**config.mk**
```make
export PLATFORM = sky130hd
export DESIGN_NAME = jtag_tap_ctrl
export DESIGN_NICKNAME = d
export VERILOG_FILES = /design/src/rtl/jtag_pkg.sv /design/src/rtl/jtag_tap_fsm.sv /design/src/rtl/jtag_tap_ctrl.sv
export SDC_FILE = /design/constraint.sdc
export NUM_CORES = 1
export LEC_CHECK = 0
export CORE_ASPECT_RATIO = 2
export CORE_MARGIN = 2
export CORE_UTILIZATION = 50
export CTS_BUF_LIST = sky130_fd_sc_hd__clkbuf_4
export DETAILED_ROUTE_END_ITERATION = 12
export GPL_TIMING_DRIVEN = 1
export MAX_ROUTING_LAYER = met4
export PLACE_DENSITY = 0.77
export SYNTH_ARGS = -nofsm -noshare
export SYNTH_HDL_FRONTEND = slang
export SYNTH_SLANG_ARGS = --single-unit
```
**constraint.sdc**
```tcl
create_clock -name clk -period 5.22 [get_ports clk]
set_input_delay 1.305 -clock clk [delete_from_list [all_inputs] [get_ports clk]]
set_output_delay 1.305 -clock clk [all_outputs]
set_load 0.03 [all_outputs]
```
**src/rtl/jtag_pkg.sv**
```systemverilog
// Shared TAP definitions: 1149.1 reference state encoding and register constants.
package jtag_pkg;

  typedef enum logic [3:0] {
    EXIT2_DR         = 4'h0,
    EXIT1_DR         = 4'h1,
    SHIFT_DR         = 4'h2,
    PAUSE_DR         = 4'h3,
    SELECT_IR        = 4'h4,
    UPDATE_DR        = 4'h5,
    CAPTURE_DR       = 4'h6,
    SELECT_DR        = 4'h7,
    EXIT2_IR         = 4'h8,
    EXIT1_IR         = 4'h9,
    SHIFT_IR         = 4'hA,
    PAUSE_IR         = 4'hB,
    RUN_TEST_IDLE    = 4'hC,
    UPDATE_IR        = 4'hD,
    CAPTURE_IR       = 4'hE,
    TEST_LOGIC_RESET = 4'hF
  } tap_state_t;

  localparam int         IDCODE_W  = 32;
  localparam logic [3:0] BYPASS_OP = 4'b1111;

endpackage

```
**src/rtl/jtag_tap_fsm.sv**
```systemverilog
// 16-state TAP controller: next-state logic, state register and DR-phase decodes.
module jtag_tap_fsm
  import jtag_pkg::*;
(
  input  logic       clk,
  input  logic       rst_n,
  input  logic       tms,
  output tap_state_t state_q,
  output tap_state_t state_d,
  output logic       capture_dr,
  output logic       shift_dr,
  output logic       update_dr
);

  always_comb begin
    state_d = state_q;
    case (state_q)
      TEST_LOGIC_RESET: state_d = tms ? TEST_LOGIC_RESET : RUN_TEST_IDLE;
      RUN_TEST_IDLE:    state_d = tms ? SELECT_DR : RUN_TEST_IDLE;
      SELECT_DR:        state_d = tms ? SELECT_IR : CAPTURE_DR;
      CAPTURE_DR:       state_d = tms ? EXIT1_DR : SHIFT_DR;
      SHIFT_DR:         state_d = tms ? EXIT1_DR : SHIFT_DR;
      EXIT1_DR:         state_d = tms ? UPDATE_DR : PAUSE_DR;
      PAUSE_DR:         state_d = tms ? EXIT2_DR : PAUSE_DR;
      EXIT2_DR:         state_d = tms ? UPDATE_DR : SHIFT_DR;
      UPDATE_DR:        state_d = tms ? SELECT_DR : RUN_TEST_IDLE;
      SELECT_IR:        state_d = tms ? TEST_LOGIC_RESET : CAPTURE_IR;
      CAPTURE_IR:       state_d = tms ? EXIT1_IR : SHIFT_IR;
      SHIFT_IR:         state_d = tms ? EXIT1_IR : SHIFT_IR;
      EXIT1_IR:         state_d = tms ? UPDATE_IR : PAUSE_IR;
      PAUSE_IR:         state_d = tms ? EXIT2_IR : PAUSE_IR;
      EXIT2_IR:         state_d = tms ? UPDATE_IR : SHIFT_IR;
      UPDATE_IR:        state_d = tms ? SELECT_DR : RUN_TEST_IDLE;
      default:          state_d = TEST_LOGIC_RESET;
    endcase
  end

  always_ff @(posedge clk or negedge rst_n) begin
    if (!rst_n) state_q <= TEST_LOGIC_RESET;
    else        state_q <= state_d;
  end

  assign capture_dr = (state_q == CAPTURE_DR);
  assign shift_dr   = (state_q == SHIFT_DR);
  assign update_dr  = (state_q == UPDATE_DR);

endmodule

```
**src/rtl/jtag_tap_ctrl.sv**
```systemverilog
// JTAG TAP: FSM plus IR, IDCODE/BYPASS data registers and registered tdo/tdo_en.
// Define USERCODE_EN to add a USERCODE data register on opcode all-ones minus one.
module jtag_tap_ctrl
  import jtag_pkg::*;
#(
  parameter int                  IR_W         = 4,
  parameter logic [IDCODE_W-1:0] IDCODE_VAL   = 32'h1234_5679,
  parameter logic [IR_W-1:0]     IDCODE_OP    = {{(IR_W-1){1'b0}}, 1'b1},
  parameter logic [IDCODE_W-1:0] USERCODE_VAL = 32'h0000_0000
)(
  input  logic            clk,
  input  logic            rst_n,
  input  logic            tms,
  input  logic            tdi,
  output logic            tdo,
  output logic            tdo_en,
  output logic [3:0]      tap_state,
  output logic [IR_W-1:0] ir_out,
  output logic            capture_dr,
  output logic            shift_dr,
  output logic            update_dr
);

  tap_state_t          state_q, state_d;
  logic [IR_W-1:0]     ir_q, ir_d, ir_shift_q, ir_shift_d;
  logic [IDCODE_W-1:0] dr_shift_q, dr_shift_d, wide_capture;
  logic                bypass_q, bypass_d;
  logic                tdo_q, tdo_d, tdo_en_q, tdo_en_d;
  logic                sel_wide;

  jtag_tap_fsm u_fsm (
    .clk        (clk),
    .rst_n      (rst_n),
    .tms        (tms),
    .state_q    (state_q),
    .state_d    (state_d),
    .capture_dr (capture_dr),
    .shift_dr   (shift_dr),
    .update_dr  (update_dr)
  );

`ifdef USERCODE_EN
  localparam logic [IR_W-1:0] USERCODE_OP = {{(IR_W-1){1'b1}}, 1'b0};
`endif

  // The 32-bit shifter is shared by IDCODE and USERCODE; only the capture value differs.
  always_comb begin
    sel_wide     = 1'b0;
    wide_capture = IDCODE_VAL;
    if (ir_q == IDCODE_OP) begin
      sel_wide = 1'b1;
    end
`ifdef USERCODE_EN
    else if (ir_q == USERCODE_OP) begin
      sel_wide     = 1'b1;
      wide_capture = USERCODE_VAL;
    end
`endif
  end

  always_comb begin
    ir_d       = ir_q;
    ir_shift_d = ir_shift_q;
    dr_shift_d = dr_shift_q;
    bypass_d   = bypass_q;
    tdo_d      = 1'b0;
    tdo_en_d   = 1'b0;
    case (state_q)
      CAPTURE_IR: ir_shift_d = IR_W'(2'b01);
      SHIFT_IR: begin
        tdo_d      = ir_shift_q[0];
        tdo_en_d   = 1'b1;
        ir_shift_d = {tdi, ir_shift_q[IR_W-1:1]};
      end
      UPDATE_IR: ir_d = ir_shift_q;
      CAPTURE_DR: begin
        if (sel_wide) dr_shift_d = wide_capture;
        else          bypass_d   = 1'b0;
      end
      SHIFT_DR: begin
        tdo_en_d = 1'b1;
        if (sel_wide) begin
          tdo_d      = dr_shift_q[0];
          dr_shift_d = {tdi, dr_shift_q[IDCODE_W-1:1]};
        end else begin
          tdo_d    = bypass_q;
          bypass_d = tdi;
        end
      end
      default: ;
    endcase
    // Reload on the edge that enters TLR so ir_out is already valid in that state.
    if (state_d == TEST_LOGIC_RESET) ir_d = IDCODE_OP;
  end

  always_ff @(posedge clk or negedge rst_n) begin
    if (!rst_n) begin
      ir_q       <= IDCODE_OP;
      ir_shift_q <= '0;
      dr_shift_q <= '0;
      bypass_q   <= 1'b0;
      tdo_q      <= 1'b0;
      tdo_en_q   <= 1'b0;
    end else begin
      ir_q       <= ir_d;
      ir_shift_q <= ir_shift_d;
      dr_shift_q <= dr_shift_d;
      bypass_q   <= bypass_d;
      tdo_q      <= tdo_d;
      tdo_en_q   <= tdo_en_d;
    end
  end

  assign tdo       = tdo_q;
  assign tdo_en    = tdo_en_q;
  assign tap_state = state_q;
  assign ir_out    = ir_q;

endmodule

```
Yosys cells after proc, flatten, opt, wreduce, memory -nomap -nowiden:

Index checks and enable logic that the tools add are counted.

* bits in registers: 47
* bits of input ports: 4
* output and inout port bits: 13
* word-level logic and storage cells: 64

* equality and inequality tests: 21
* multiplexer cells: 26
* reduce and logical (&&, ||, !) cells: 10

Operators by type and width (number)
* two-way mux 32 bit: 2
* one-hot mux 32 bit (2 select lines): 1
* one-hot mux 4 bit (12 select lines): 1
* equality test 4 bit, second input constant: 9
* equality test 4 x 3 -> 1 bit, second input constant: 4
* two-way mux 2 bit: 6
* two-way mux 3 bit: 4
* two-way mux 4 bit: 3
* equality test 4 x 1 -> 1 bit, second input constant: 2
* equality test 4 x 2 -> 1 bit, second input constant: 2
* one-hot mux 4 bit (2 select lines): 1
* two-way mux 1 bit: 6
* AND reduction 3 bit: 2
* nonzero test 2 bit: 3
* OR reduction 2 bit: 3
* logical NOT 4 bit: 1
* != test 2 x 1 -> 1 bit, second input constant: 2
* != test 2 bit, second input constant: 2
* one-hot mux 1 bit (2 select lines): 2
* OR reduction 3 bit: 1

Logic depth before layout (Yosys ltp):

* depth in word-level cells: 5
* gate-level depth with buffers: 5
* gate-level depth less buffers: 3

Hierarchy:

A second synthesis with hierarchy kept.

* cell total of the unflattened synthesis: 187
* area, all modules: 2152.1 sq um

Modules (own cells, without submodules)
* jtag_tap_ctrl: times used 1, cells an instance 163, area each 1934.4 sq um, sequential area each 1077.3 sq um
* jtag_tap_fsm: times used 1, cells an instance 24, area each 217.7 sq um, sequential area each 105.1 sq um

Worst setup path after synthesis:

OpenSTA, ideal clock, no wires.

* path type: reg2out
* start: reg u_fsm.state_q[2]
* end: out capture_dr
* arrival time: 1726 ps
* data required time: 3915 ps
* setup slack: 2189 ps
* stages on the path, launching flop included: 3
* path buffers: 1
* cells stage by stage: dfstp_2 > clkbuf_1 > nor3b_1

* longest elaborated chain between the ends: 1

RTL lines
* from (decl): line jtag_tap_fsm.sv:8 `output tap_state_t state_q,`
* from (signal assigned): line jtag_tap_fsm.sv:40 `else state_q <= state_d;`
* equality test 4 x 3 -> 1 bit: line jtag_tap_fsm.sv:43 `assign capture_dr = (state_q == CAPTURE_DR);`
* to (decl): line jtag_tap_ctrl.sv:19 `output logic capture_dr,`

No other way between the ends.

Worst setup path after layout:

* start: reg u_fsm.state_q[2]
* end: out update_dr

* longest elaborated chain between the ends: 1

RTL lines
* equality test 4 x 3 -> 1 bit: line jtag_tap_fsm.sv:45 `assign update_dr = (state_q == UPDATE_DR);`
* to (decl): line jtag_tap_ctrl.sv:21 `output logic update_dr`

No other way between the ends.

==> impl_metrics.yaml <==
outcome:
  status: "complete, no violations"
yosys:
  netlist.area_leader.share: 0.543
  synthSimpleGateAreaFrac: 0.123
  ys_ff_latch: 47
  synth_area_um2: 1940
  ys_types: 33
  synth_compound_area_frac: 0.200
  synthTopCellsByArea: "dfrtp_1, a22o_1, o22a_2"
  ys_seq_area_frac: 0.611
  synth_edf_count: 0
  synth_area_leader_cell: "dfrtp_1"
  synth_top_family_by_area: "compound AO/OA/AOI/OAI gates"
  synth_nets: 150
  synth_common_cells: "dfrtp_1, a22o_1, o22a_2"
  syn_area_per_cell_um2: 13.3
  async_flop_share: 1.00
  postSynthCellCount: 146
  synth_fa_ha_area_frac: 0
  synth-xor-area-share: 0
  synth_mux_area_frac: 0.0323
  ys.flop_type: "dfrtp_1"
  synth_most_common_cell: "dfrtp_1"
  ys_warn_count: 0
critical_path:
  cp.buffers_inverters: 1
  crit_path_max_fanout: 15
  crit_type: "reg2out"
  cp_slowest_cell: "dfstp_2"
  slowest_delay_ns: 0.71
  reg2reg_slack_ns: 3.19
  cp.required_ns: 3.91
  critPathCapture: "update_dr"
  r2r-end: "dr_shift_q[31]"
  path_cells: "nand2b_1, nor3b_1, clkdlybuf4s50_1"
  cp_top_family: "flip-flops"
  start_kind: "flip-flop"
  arrival_ns: 2.13
  crit_cells: 3
  r2r-start: "ir_out[0]"
  worstSetupEndpointType: "output port"
  reg2reg_depth: 3
  cp-startpoint: "u_fsm.state_q[2]"
placed_design:
  post-place-ws_ns: 2.16
  placedInstanceArea_um2: 2100
  port_buffers: 16
  gp_congestion: 0.722
  dpl.hpwl_mm: 2.08
power:
  power_density_nw_per_um2: 576
  irDropWorstVdd_mv: 0.370
  p_leak_nw: 0.952
route:
  dr.pass1.iters: 4
  drt-total-wl_mm: 3.15
  drc: 0
  ant_nets: 0
  vias: 1174
  wl_per_cell_um: 14.9
  first_iter_violations: 39
  viasPerCell: 5.56
global_routing:
  grt_pass1_vias: 1119
  grt_max_degree: 48
  grtUsageMet2: 0.236
  grt_usage: 0.174
  grt_antenna_before_repair: 0
  grt_pass1_wl_mm: 5.40
  busiest_layer: "met1"
  grt_overflow_total: 0
  met1_usage: 0.250
  globalRouteMet3Util: 0.0551
clock_tree:
  root_buffer: "clkbuf_4"
  cts_repair_resize_count: 0
  insertion_delay_ns: 0.36
  ctsHoldBuffers: 0
  clk_path_buf_depth: 2
  cts_setup_buffers: 0
  clock-sinks: 47
  cts_tree: "done"
  cts_made_buffers: 5
  htreeDepth: 2
  cts.reportedPaths.clkPinSlew_ns: 0.12
finish:
  final_area_um2: 2150
  antenna_cells: 0
  drive_gt1_frac: 0.219
  fillers: 315
  nNetsFinal: 164
  area_delta_synth_final_pct: 10.9
sta:
  period_needed_ns: 3.44
  hold_viol: 0
  slew_headroom: 0.349
  fin_ws_ns: 1.78
  fin_crit_sh: 0.658
  worst_clock_skew_ns: 0.0161
  rsz0062_at_grt: "no"
  finalSetupTns_ns: 0
  setup_viol: 0
  worstMarginPinSlew_ns: 0.977
  final_max_slew_viol_count: 0
  fmax_mhz: 291
floorplan:
  initial_utilization: 0.514
  dieArea_um2: 4420
  core_area_um2: 3760
  rows: 32
  io_pins: 17
  die_x_um: 48.0
  die_height_um: 92.0
min_path:
  hold_start: "dr_shift_q[3]"
  hold_path.class: "reg2reg"
run:
  maxCapViolations: 0
## logic make-up after synthesis
group / count (synthesis)
AO/OA/AOI/OAI: 46
multiplexers: 6
buffers and inverters: 12
flip-flops: 47
AND/OR/NAND/NOR: 35
## layout make-up
class | count | area (µm²) | share of cell area
multi-input combinational | 87 | 688 | 0.321
sequential | 47 | 1180 | 0.551
tap | 51 | 63.8 | 0.0297
inverter | 3 | 11.3 | 0.00524
clock inverter | 2 | 8.76 | 0.00408
timing repair buffer | 16 | 155 | 0.0723
clock buffer | 5 | 37.5 | 0.0175
## worst min path at each step
stage                                end  slack, ns  cells after the start
after floorplan            dr_shift_q[0]       0.46                      1
after global placement     dr_shift_q[3]       0.47                      1
after detailed placement  dr_shift_q[25]       0.48                      1
after CTS                 dr_shift_q[25]       0.51                      1
after global routing       dr_shift_q[5]       0.53                      1
final                      dr_shift_q[2]       0.51                      1
## placed cells by master, fill, tap and decap left out, types with 2 or more instances in the layout
master,instances
nand2_1,9
nor3b_1,2
o22a_2,14
dfrtp_1,42
nor2_1,7
nor3_1,2
mux2i_1,4
inv_1,3
nand2b_1,4
dfstp_2,5
clkdlybuf4s50_1,15
o21ai_0,5
mux2_2,2
nor4b_4,2
clkbuf_4,5
a22o_1,17
a21oi_1,5
## metrics by stage
stage	power, mW	utilization	hold WS [ns]	std cells
floorplan	0.958	-	0.463	146
global placement	1.08	0.558	0.474	204
detailed placement	1.09	0.558	0.481	204
CTS	1.25	0.570	0.511	211
global route	1.32	0.570	0.530	211
finish	1.24	0.570	0.508	211
## layer usage
metal	vias to the layer above	part of all wire
met5	-	0
met4	0	0.017
met3	8	0.034
met2	20	0.47
met1	582	0.48
li1	564	-
## where the power goes
part | switching [mW] | leakage [nW] | total [mW] | internal, mW
Sequential | 0.126 | 0.586 | 0.634 | 0.508
Clock | 0.106 | 0.0285 | 0.154 | 0.0479
Combinational | 0.224 | 0.338 | 0.448 | 0.224
Total | 0.456 | 0.952 | 1.24 | 0.780
## sequential cells by signal, indices dropped and copies added, names as in the netlist
signal	cells
bypass_q	1
dr_shift_q	32
ir_out	4
ir_shift_q	4
tdo	1
tdo_en	1
u_fsm.state_q	4
Note: power is estimated with default switching activity, not from simulation.
